## config.mk

```make
export PLATFORM = sky130hd
export DESIGN_NAME = aes_out_serializer
export DESIGN_NICKNAME = d
export VERILOG_FILES = /design/src/rtl/aes_pkg.sv /design/src/rtl/aes_blk_fifo.sv /design/src/rtl/aes_out_serializer.sv
export SDC_FILE = /design/constraint.sdc
export NUM_CORES = 1
export LEC_CHECK = 0
export ABC_AREA = 1
export CAP_MARGIN = 10
export CORE_MARGIN = 4
export CORE_UTILIZATION = 49
export CTS_CLUSTER_SIZE = 10
export DETAILED_ROUTE_END_ITERATION = 16
export GPL_TIMING_DRIVEN = 0
export PLACE_DENSITY = 0.76
export RECOVER_POWER = 25
export SLEW_MARGIN = 20
export SYNTH_ARGS = -nofsm -noshare
export SYNTH_HDL_FRONTEND = slang
export SYNTH_SLANG_ARGS = --single-unit
```

## constraint.sdc

```tcl
create_clock -name AES_clk -period 6.7 [get_ports AES_clk]
set_input_delay 1.005 -clock AES_clk [delete_from_list [all_inputs] [get_ports AES_clk]]
set_output_delay 1.005 -clock AES_clk [all_outputs]
set_load 0.01 [all_outputs]
```

## src/rtl/aes_pkg.sv

```systemverilog
// Shared AES output-path types: block/word widths, typedefs and serializer state.
package aes_pkg;

    localparam int AES_BLOCK_W         = 128;
    localparam int AES_WORD_W          = 32;
    localparam int AES_WORDS_PER_BLOCK = 4;

    typedef logic [AES_BLOCK_W-1:0] aes_block_t;
    typedef logic [AES_WORD_W-1:0]  aes_word_t;

    typedef enum logic {
        IDLE = 1'b0,
        SEND = 1'b1
    } ser_state_t;

    // Most-significant word goes out first.
    function automatic aes_word_t block_word(input aes_block_t blk, input logic [1:0] idx);
        aes_word_t w;
        case (idx)
            2'd0:    w = blk[127:96];
            2'd1:    w = blk[95:64];
            2'd2:    w = blk[63:32];
            default: w = blk[31:0];
        endcase
        return w;
    endfunction

endpackage

```

## src/rtl/aes_blk_fifo.sv

```systemverilog
// DEPTH-entry register FIFO of 128-bit blocks; head entry is read combinationally.
module aes_blk_fifo
    import aes_pkg::*;
#(
    parameter int DEPTH = 2,
    parameter int LW    = $clog2(DEPTH + 1)
) (
    input  logic          clk,
    input  logic          rst_n,
    input  logic          push,
    input  logic          pop,
    input  aes_block_t    wr_data,
    output aes_block_t    head,
    output logic [LW-1:0] level,
    output logic          full,
    output logic          empty
);

    localparam int PW = (DEPTH > 1) ? $clog2(DEPTH) : 1;

    aes_block_t    mem [DEPTH];
    logic [PW-1:0] wr_ptr_reg;
    logic [PW-1:0] rd_ptr_reg;
    logic [LW-1:0] level_reg;

    // Storage carries no reset: level gates every read, so stale entries never leak.
    always_ff @(posedge clk) begin
        if (push) begin
            mem[wr_ptr_reg] <= wr_data;
        end
    end

    // Power-of-two depth lets the pointers wrap by natural overflow.
    always_ff @(posedge clk or negedge rst_n) begin
        if (!rst_n) begin
            wr_ptr_reg <= '0;
            rd_ptr_reg <= '0;
            level_reg  <= '0;
        end else begin
            if (push) begin
                wr_ptr_reg <= wr_ptr_reg + 1'b1;
            end
            if (pop) begin
                rd_ptr_reg <= rd_ptr_reg + 1'b1;
            end
            if (push && !pop) begin
                level_reg <= level_reg + 1'b1;
            end else if (pop && !push) begin
                level_reg <= level_reg - 1'b1;
            end
        end
    end

    assign head  = mem[rd_ptr_reg];
    assign level = level_reg;
    assign full  = (level_reg == LW'(DEPTH));
    assign empty = (level_reg == '0);

endmodule

```

## src/rtl/aes_out_serializer.sv

```systemverilog
// Buffers AES result blocks and streams them as four 32-bit words over valid/ready.
// Optional AES_OUT_PARITY_EN adds ser_parity (even parity of ser_data).
module aes_out_serializer
    import aes_pkg::*;
#(
    parameter int DEPTH = 2,
    parameter int LW    = $clog2(DEPTH + 1)
) (
    input  logic          AES_clk,
    input  logic          AES_rst_n,
    input  logic          AES_data_out_valid,
    input  logic [127:0]  AES_data_out,
    output logic [31:0]   ser_data,
    output logic          ser_valid,
    input  logic          ser_ready,
    output logic          ser_last,
    output logic [LW-1:0] ser_level,
    output logic          ser_overflow,
    input  logic          ser_clr
`ifdef AES_OUT_PARITY_EN
    ,
    output logic          ser_parity
`endif
);

    localparam logic [1:0] LAST_IDX = 2'(AES_WORDS_PER_BLOCK - 1);

    ser_state_t    state_reg;
    logic          ser_valid_reg;
    logic [1:0]    idx_reg;
    logic          valid_d_reg;
    logic          overflow_reg;

    logic          capture;
    logic          xfer;
    logic          pop;
    logic          push;
    aes_block_t    head;
    logic [LW-1:0] level;
    logic          full;
    logic          empty;

    assign capture = AES_data_out_valid & ~valid_d_reg;
    assign xfer    = ser_valid_reg & ser_ready;
    assign pop     = xfer & (idx_reg == LAST_IDX);
    // A pop this cycle frees the head slot, so a full buffer can still accept.
    assign push    = capture & (~full | pop);

    aes_blk_fifo #(
        .DEPTH (DEPTH),
        .LW    (LW)
    ) u_fifo (
        .clk     (AES_clk),
        .rst_n   (AES_rst_n),
        .push    (push),
        .pop     (pop),
        .wr_data (AES_data_out),
        .head    (head),
        .level   (level),
        .full    (full),
        .empty   (empty)
    );

    // valid_d resets high so a level already asserted at reset release is not an edge.
    always_ff @(posedge AES_clk or negedge AES_rst_n) begin
        if (!AES_rst_n) begin
            valid_d_reg  <= 1'b1;
            overflow_reg <= 1'b0;
        end else begin
            valid_d_reg <= AES_data_out_valid;
            if (capture && full && !pop) begin
                overflow_reg <= 1'b1;
            end else if (ser_clr) begin
                overflow_reg <= 1'b0;
            end
        end
    end

    always_ff @(posedge AES_clk or negedge AES_rst_n) begin
        if (!AES_rst_n) begin
            state_reg     <= IDLE;
            ser_valid_reg <= 1'b0;
            idx_reg       <= 2'd0;
        end else begin
            case (state_reg)
                IDLE: begin
                    if (push) begin
                        state_reg     <= SEND;
                        ser_valid_reg <= 1'b1;
                    end
                end
                SEND: begin
                    if (xfer) begin
                        idx_reg <= idx_reg + 2'd1;
                        // Leave SEND only when the popped block was the last one held.
                        if (pop && (level == LW'(1)) && !push) begin
                            state_reg     <= IDLE;
                            ser_valid_reg <= 1'b0;
                        end
                    end
                end
                default: begin
                    state_reg     <= IDLE;
                    ser_valid_reg <= 1'b0;
                end
            endcase
        end
    end

    assign ser_valid    = ser_valid_reg;
    assign ser_last     = ser_valid_reg & (idx_reg == LAST_IDX);
    assign ser_data     = empty ? '0 : block_word(head, idx_reg);
    assign ser_level    = level;
    assign ser_overflow = overflow_reg;

`ifdef AES_OUT_PARITY_EN
    assign ser_parity = ^ser_data;
`endif

endmodule

```

==> impl_metrics.py, run 1 <==
metrics = {
    "pwr": {
        "ir_drop_mv": 0.196,
        "p_per_area_nw_per_um2": 292,
        "power_frac_comb": 0.159,
        "switching_share": 0.237,
        "power_frac_clock": 0.337,
        "p_seq_frac": 0.504,
        "power_mw": 4.17,
        "p_sw_mw": 0.988,
        "power.leakage_nw": 5.42,
        "p_int_mw": 3.18,
    },
    "final_layout": {
        "seqCellArea_sq_um": 7940,
        "largest_reg_flops": 256,
        "multi_input_area_sq_um": 2520,
        "layout.cells.non_filler": 1451,
        "final_util": 0.646,
        "design_area_sq_um": 14300,
        "fillCellCount": 1673,
        "final_common_cell": "nand2_1",
        "fin_nets": 1296,
        "areaGrowthSynthToFinish_pct": 28.0,
        "final_cell_mix": "nand2_1 (396), edfxtp_1 (256), clkdlybuf4s50_1 (95)",
        "drive_gt1_frac": 0.113,
    },
    "floorplan": {
        "fp.dieW_um": 159,
        "io_pins": 170,
        "initial_core_util": 0.505,
        "coreArea_sq_um": 22100,
        "dieArea_sq_um": 25200,
        "rows": 54,
        "die_y_um": 159,
    },
    "sta": {
        "finalMaxSlewViolations": 0,
        "finalSetupTns_ns": 0,
        "finClkSkew_ns": 0.0194,
        "fin_ws_ns": 2.85,
        "min_period_ns": 3.85,
        "worstMarginPinSlew_ns": 0.652,
        "rsz0062_at_grt": "false",
        "setup_violations": 0,
        "finalCritPeriodShare": 0.574,
        "hold_viol": 0,
        "whs_ns": 0.545,
        "slew_headroom": 0.564,
        "max_freq_ghz": 0.260,
    },
    "critical_path": {
        "cp_cell_sequence": "inv_1 > ha_1 > inv_1 > clkbuf_1 > nand2_1 > a21oi_1 > clkdlybuf4s50_1",
        "path_max_fanout": 10,
        "startpoint_type": "flip-flop",
        "r2r_slack_ns": 4.05,
        "worst_path_most_repeated_cell": "inv_1",
        "max_stage_delay_ns": 0.60,
        "required_ns": 5.69,
        "worst_setup_path_end_kind": "primary output",
        "crit_type": "reg2out",
        "cp.arrival_ns": 2.84,
        "slowest_stage": "clkdlybuf4s50_1",
    },
    "global_routing": {
        "grt_overflow": 0,
        "grt_pass1_wl_um": 41500,
        "grt_max_degree": 27,
        "grt_pass1_vias": 7655,
        "grt_usage": 0.209,
        "antenna_found_initial": 4,
    },
    "logic_synthesis": {
        "synthCells": 944,
        "ys_seq_area_frac": 0.712,
        "ys_types": 22,
        "synth_nets": 1085,
        "syn_area_sq_um": 11100,
        "postSynthAreaPerCell_sq_um": 11.8,
        "yosys_warnings": 0,
        "ys_seq_elements": 266,
    },
    "flow_run": {
        "maxCapViolations": 0,
    },
    "detailed_routing": {
        "wl_per_cell_um": 18.5,
        "drc": 0,
        "wl_um": 26800,
        "drt.antenna.violating_nets": 0,
        "vias": 7387,
        "dr.pass1.iters": 5,
        "viasPerCell": 5.09,
        "drtIter0Drc": 651,
    },
    "placed_design": {
        "gp_congestion": 0.803,
        "preCtsSetupSlack_ns": 3.07,
        "io_buffers": 169,
        "dp.cells": 1403,
        "dpl_cell_area_sq_um": 13400,
        "hpwl_um": 18100,
    },
    "cts": {
        "cts_setup_buffers": 0,
        "clock_sinks": 266,
        "clock_latency_ns": 0.53,
        "cts_resized": 0,
        "cts_made_buffers": 30,
        "ctsLongestPathBuffers": 3,
        "h-tree-depth": 1,
        "clk_pin_slew_worst_paths_ns": 0.06,
        "cts_tree": "built",
        "cts_root_buf": "clkbuf_16",
        "ctsHoldBuffers": 0,
    },
    "min_path": {
        "hp-class": "reg2reg",
    },
    "run_status": {
        "status": "complete, no violations",
    },
}
-- Yosys cell counts --
cell      number  area share
a21oi_1       54       0.024
a21oi_2       44       0.035
a22oi_1        1     0.00067
buf_2          9      0.0040
buf_4          9      0.0061
buf_6         23       0.023
buf_8          1      0.0013
clkbuf_1       3      0.0010
dfrtp_1        9       0.020
dfstp_2        1      0.0024
edfxtp_1     256        0.69
ha_1           8      0.0090
inv_1         79       0.027
inv_2          1     0.00034
nand2_1      396        0.13
nand3_1       39       0.018
nand3_2        1     0.00090
nand4_1        1     0.00056
nor2_1         5      0.0017
nor2_2         1     0.00056
o22ai_1        1     0.00056
xor2_1         2      0.0016
-- critical path, delay by kind of cell, from the launching register on --
family                   cells  cell delay [ns]
AO/OA/AOI/OAI                1             0.23
adder cells (fa/ha/maj)      1             0.21
buffers and inverters        4             1.37
flip-flops                   1             0.39
AND/OR/NAND/NOR              1             0.10
-- power by group through the flow --
stage | sequential (mW) | combinational (mW) | clock [mW]
6_report | 2.10 | 0.662 | 1.41
5_1_grt | 2.11 | 0.715 | 1.51
4_1_cts | 2.10 | 0.682 | 1.43
3_5_place_dp | 2.13 | 0.679 | 0
3_3_place_gp | 2.17 | 0.608 | 0
2_1_floorplan | 2.15 | 0.272 | 0
-- routing by layer --
layer / track usage / part of all wire / vias up
met5: 0 / 0.0016 / -
met4: 0.0544 / 0.017 / 6
met3: 0.0404 / 0.075 / 39
met2: 0.360 / 0.50 / 281
met1: 0.275 / 0.40 / 3483
li1: - / - / 3578
-- final cells by class --
class,instances,area share
repair buffers,179,0.135
clock inverters,1,0.000263
inverters,80,0.0210
plain buffers,45,0.0279
multi-input cells,553,0.177
flip-flops and latches,266,0.556
well taps,280,0.0246
clock buffers,43,0.0575
diodes,4,0.000702
-- cell families after synthesis --
| family | after synthesis | synth area share |
|---|---|---|
| compound gates | 100 | 0.0601 |
| xor+xnor | 2 | 0.00157 |
| simple gates | 443 | 0.155 |
| flops | 266 | 0.712 |
| buf+inv | 125 | 0.0626 |
| fa+ha+maj | 8 | 0.00898 |
-- worst paths after layout --
kind,start,to,depth (start not counted)
max in group asynchronous,AES_rst_n,valid_d_reg,1
min reg2reg,ser_overflow,ser_overflow,2
max,u_fifo.level[0],ser_data[1],7
min,ser_overflow,ser_overflow,2
min in group asynchronous,AES_rst_n,ser_overflow,1
max reg2reg,idx_reg[1],u_fifo.mem[0][82],8
(Power assumes the default switching activity.)
==> run 2: changes to the inputs <==
--- a/config.mk
+++ b/config.mk
@@ -8,11 +8,11 @@
 export ABC_AREA = 1
 export CAP_MARGIN = 10
 export CORE_MARGIN = 4
-export CORE_UTILIZATION = 49
+export CORE_UTILIZATION = 54
 export CTS_CLUSTER_SIZE = 10
 export DETAILED_ROUTE_END_ITERATION = 16
 export GPL_TIMING_DRIVEN = 0
-export PLACE_DENSITY = 0.76
+export PLACE_DENSITY = 0.8
 export RECOVER_POWER = 25
 export SLEW_MARGIN = 20
 export SYNTH_ARGS = -nofsm -noshare
==> constraint.sdc (replaced) <==
create_clock -name AES_clk -period 3.85 [get_ports AES_clk]
set_input_delay 0.5775 -clock AES_clk [delete_from_list [all_inputs] [get_ports AES_clk]]
set_output_delay 0.5775 -clock AES_clk [all_outputs]
set_load 0.01 [all_outputs]
==> impl_metrics.py, run 2 (synthesis gave the netlist of run 1 again) <==
metrics = {
    "run_status": {
        "status": "complete, no violations",
    },
    "cts": {
        "ctsHoldBuffers": 0,
        "cts_setup_buffers": 0,
        "clk_pin_slew_worst_paths_ns": 0.05,
        "cts_tree": "built",
        "clock_sinks": 266,
        "cts_root_buf": "clkbuf_16",
        "clock_latency_ns": 0.54,
        "cts_resized": 0,
        "cts_made_buffers": 30,
        "h-tree-depth": 1,
        "ctsLongestPathBuffers": 3,
    },
    "floorplan": {
        "initial_core_util": 0.549,
        "die_y_um": 152,
        "io_pins": 170,
        "coreArea_sq_um": 20300,
        "dieArea_sq_um": 23000,
        "rows": 52,
        "fp.dieW_um": 152,
    },
    "pwr": {
        "power_mw": 7.27,
        "ir_drop_mv": 0.344,
        "power.leakage_nw": 5.43,
        "p_per_area_nw_per_um2": 509,
    },
    "flow_run": {
        "maxCapViolations": 0,
    },
    "sta": {
        "finClkSkew_ns": 0.0119,
        "finalCritPeriodShare": 0.864,
        "max_freq_ghz": 0.300,
        "setup_violations": 0,
        "min_period_ns": 3.33,
        "hold_viol": 0,
        "slew_headroom": 0.569,
        "rsz0062_at_grt": "false",
        "finalMaxSlewViolations": 0,
        "worstMarginPinSlew_ns": 0.645,
    },
    "placed_design": {
        "dp.cells": 1393,
        "hpwl_um": 18300,
        "dpl_cell_area_sq_um": 13400,
        "io_buffers": 169,
        "gp_congestion": 0.861,
    },
    "critical_path": {
        "ff2ff_path_depth": 8,
        "required_ns": 3.27,
        "path_max_fanout": 10,
        "r2r_start": "idx_reg[1]",
        "cp.arrival_ns": 2.75,
        "r2r_slack_ns": 1.20,
        "startpoint_type": "flip-flop",
        "reg2reg_to": "u_fifo.mem[0][80]",
        "cp-endpoint": "ser_data[11]",
        "worst_setup_path_end_kind": "primary output",
        "cp-startpoint": "u_fifo.level[0]",
        "crit_type": "reg2out",
    },
    "final_layout": {
        "layout.cells.non_filler": 1446,
        "final_common_cell": "nand2_1",
        "final_util": 0.704,
        "areaGrowthSynthToFinish_pct": 28.1,
        "fin_nets": 1296,
        "design_area_sq_um": 14300,
        "fillCellCount": 1454,
        "drive_gt1_frac": 0.113,
        "final_cell_mix": "nand2_1 (396), edfxtp_1 (256), clkdlybuf4s50_1 (93)",
        "largest_reg_flops": 256,
    },
    "min_path": {
        "hp-class": "in2async",
    },
    "detailed_routing": {
        "viasPerCell": 5.19,
        "drtIter0Drc": 517,
        "dr.pass1.iters": 5,
        "wl_per_cell_um": 18.6,
        "drt.antenna.violating_nets": 0,
        "wl_um": 26900,
        "vias": 7498,
        "drc": 0,
    },
    "global_routing": {
        "grt_max_degree": 27,
        "grt_pass1_wl_um": 39800,
        "grt_overflow": 0,
        "antenna_found_initial": 8,
        "grt_pass1_vias": 7545,
        "grt_usage": 0.228,
    },
}
run 2: cell types whose count changed in the layout (fill, tap and decap cells not counted):
cell	before	now
dlygate4sd3_1	74	76
clkdlybuf4s50_1	95	93
buf_12	6	4
diode_2	4	8
buf_16	4	6
clkbuf_1	15	16
run 2: routing by layer:
metal,GRT usage,vias up,routed length (um)
met4,0.0719,8,580
met5,0,-,48
met1,0.298,3584,10800
li1,-,3575,-
met2,0.388,286,13300
met3,0.0470,45,2150
run 2: report_power, final:
group	leakage, nW	switching, mW	internal (mW)
Sequential	2.45	0.0942	3.56
Clock	0.399	1.01	1.45
Combinational	2.58	0.623	0.532
run 2: worst min path at each step:
stage                                 start                 to  slack [ns]  cells after the start
after global routing              AES_rst_n  u_fifo.rd_ptr_reg        0.39                      1
after detailed placement       ser_overflow       ser_overflow        0.55                      2
final                             AES_rst_n  u_fifo.rd_ptr_reg        0.38                      1
after floorplan                   AES_rst_n         idx_reg[0]        0.28                      0
after global placement    u_fifo.wr_ptr_reg  u_fifo.wr_ptr_reg        0.52                      2
after CTS                         AES_rst_n    u_fifo.level[0]        0.37                      1
run 2: final cells by class:
class | count | area (sq um) | area share
plain buffers | 45 | 398 | 0.0279
flip-flops and latches | 266 | 7940 | 0.556
inverters | 80 | 300 | 0.0210
diodes | 8 | 20.0 | 0.00140
well taps | 270 | 338 | 0.0237
clock buffers | 44 | 825 | 0.0577
multi-input cells | 553 | 2520 | 0.177
clock inverters | 1 | 3.75 | 0.000263
repair buffers | 179 | 1940 | 0.136
run 2: per-stage QoR:
stage / hold WS, ns / setup TNS (ns) / setup slack, ns
6_report: 0.378 / 0 / 0.522
4_1_cts: 0.366 / 0 / 0.497
3_3_place_gp: 0.520 / -829.95 / -3.26
5_1_grt: 0.391 / 0 / 0.368
2_1_floorplan: 0.282 / -237.68 / -0.935
3_5_place_dp: 0.550 / 0 / 0.644
run 2: worst max-delay path: stages, from the launching register on:
cell,delay (ns)
dfrtp_1,0.40
inv_1,0.11
ha_1,0.22
inv_1,0.21
clkbuf_1,0.44
nand2_1,0.13
a21oi_1,0.13
clkdlybuf4s50_1,0.58
==> run 3: changes to the inputs <==
--- a/config.mk
+++ b/config.mk
@@ -9,6 +9,7 @@
 export CAP_MARGIN = 10
 export CORE_MARGIN = 4
 export CORE_UTILIZATION = 54
+export CTS_CLUSTER_DIAMETER = 60
 export CTS_CLUSTER_SIZE = 10
 export DETAILED_ROUTE_END_ITERATION = 16
 export GPL_TIMING_DRIVEN = 0
==> impl_metrics.py, run 3 (synthesis gave the netlist of run 1 again) <==
metrics = {
    "global_routing": {
        "grt_usage": 0.229,
        "grt_pass1_wl_um": 40100,
        "grt_max_degree": 27,
        "antenna_found_initial": 8,
        "grt_pass1_vias": 7539,
        "grt_overflow": 0,
    },
    "flow_run": {
        "maxCapViolations": 0,
    },
    "floorplan": {
        "die_y_um": 152,
        "coreArea_sq_um": 20300,
        "dieArea_sq_um": 23000,
        "fp.dieW_um": 152,
        "rows": 52,
        "initial_core_util": 0.549,
        "io_pins": 170,
    },
    "critical_path": {
        "max_stage_delay_ns": 0.58,
        "startpoint_type": "flip-flop",
        "slowest_stage": "clkdlybuf4s50_1",
        "worst_path_most_repeated_cell": "inv_1",
        "cp_cell_sequence": "inv_1 > ha_1 > inv_1 > clkbuf_1 > nand2_1 > a21oi_1 > clkdlybuf4s50_1",
        "crit_type": "reg2out",
        "cp_top_family": "buffers and inverters",
        "critical_path_buf_inv_count": 4,
        "path_max_fanout": 10,
        "cp.arrival_ns": 2.76,
        "required_ns": 3.27,
        "worst_setup_path_end_kind": "primary output",
    },
    "sta": {
        "finalCritPeriodShare": 0.867,
        "worstMarginPinSlew_ns": 0.648,
        "min_period_ns": 3.34,
        "max_freq_ghz": 0.300,
        "hold_viol": 0,
        "slew_headroom": 0.567,
        "finalSetupTns_ns": 0,
        "finalMaxSlewViolations": 0,
        "whs_ns": 0.377,
        "finClkSkew_ns": 0.00864,
        "setup_violations": 0,
        "rsz0062_at_grt": "false",
    },
    "cts": {
        "ctsHoldBuffers": 0,
        "cts_made_buffers": 31,
        "cts_root_buf": "clkbuf_16",
        "clock_latency_ns": 0.53,
        "cts_resized": 0,
        "ctsLongestPathBuffers": 3,
        "cts_setup_buffers": 0,
        "clk_pin_slew_worst_paths_ns": 0.05,
        "clock_sinks": 266,
        "h-tree-depth": 1,
        "cts_tree": "built",
    },
    "placed_design": {
        "hpwl_um": 18300,
        "gp_congestion": 0.861,
        "io_buffers": 169,
        "dpl_cell_area_sq_um": 13400,
    },
    "pwr": {
        "p_per_area_nw_per_um2": 511,
        "ir_drop_mv": 0.343,
        "power_mw": 7.30,
        "power.leakage_nw": 5.43,
    },
    "final_layout": {
        "final_cell_mix": "nand2_1 (396), edfxtp_1 (256), clkdlybuf4s50_1 (96)",
        "design_area_sq_um": 14300,
        "multi_input_area_sq_um": 2520,
        "seqCellArea_sq_um": 7940,
        "final_util": 0.704,
        "drive_gt1_frac": 0.115,
        "largest_reg_flops": 256,
        "fillCellCount": 1441,
        "fin_nets": 1297,
        "final_common_cell": "nand2_1",
        "areaGrowthSynthToFinish_pct": 28.2,
    },
    "detailed_routing": {
        "drt.antenna.violating_nets": 0,
        "viasPerCell": 5.22,
        "dr.pass1.iters": 7,
        "drc": 0,
        "wl_per_cell_um": 18.7,
        "vias": 7552,
        "drtIter0Drc": 626,
        "wl_um": 27100,
    },
    "run_status": {
        "status": "complete, no violations",
    },
    "min_path": {
        "hp-class": "in2async",
    },
}
## run 3: cell count changes in the layout (fill, tap and decap cells not counted), sizes merged
cell / change
diode: -2
inv: +1
clkinvlp: +1
clkdlybuf4s50: +3
dlygate4sd3: -3
## run 3: power by group
part / switching [mW] / total [mW] / internal, mW
sequential: 0.0950 / 3.66 / 3.56
clock: 1.02 / 2.48 / 1.46
combinational: 0.629 / 1.16 / 0.533
total: 1.75 / 7.30 / 5.56
## run 3: path summary, 6_finish.rpt
kind | cells past startpoint | end | slack [ns] | start
worst max-delay path | 7 | ser_data[11] | 0.51 | u_fifo.level[0]
worst min-delay path | 1 | u_fifo.level[0] | 0.38 | AES_rst_n
worst max register to register | 8 | u_fifo.mem[0][21] | 1.19 | idx_reg[1]
worst min register to register | 2 | ser_overflow | 0.56 | ser_overflow
max in group asynchronous | 1 | valid_d_reg | 3.12 | AES_rst_n
min in group AES_clk | 2 | ser_overflow | 0.56 | ser_overflow
## run 3: per-layer routing
layer,routed length [um],vias to the layer above,part of all wire,GRT usage
met3,1900,49,0.070,0.0393
met4,604,6,0.022,0.0701
met2,13600,272,0.50,0.393
li1,-,3580,-,-
met5,39,-,0.0014,0
met1,11000,3645,0.40,0.302
## run 3: cell type report
type | count | area share
multi-input combinational | 553 | 0.176
sequential | 266 | 0.555
buffer | 45 | 0.0278
timing repair buffer | 179 | 0.136
clock buffer | 44 | 0.0577
tap | 270 | 0.0236
inverter | 80 | 0.0210
antenna | 6 | 0.00105
clock inverter | 3 | 0.00140
## run 3: metrics by stage
stage	setup slack, ns	instances
global route	0.373	1445
finish	0.513	1446
floorplan	-0.935	944
global placement	-3.26	1383
CTS	0.503	1440
detailed placement	0.644	1393
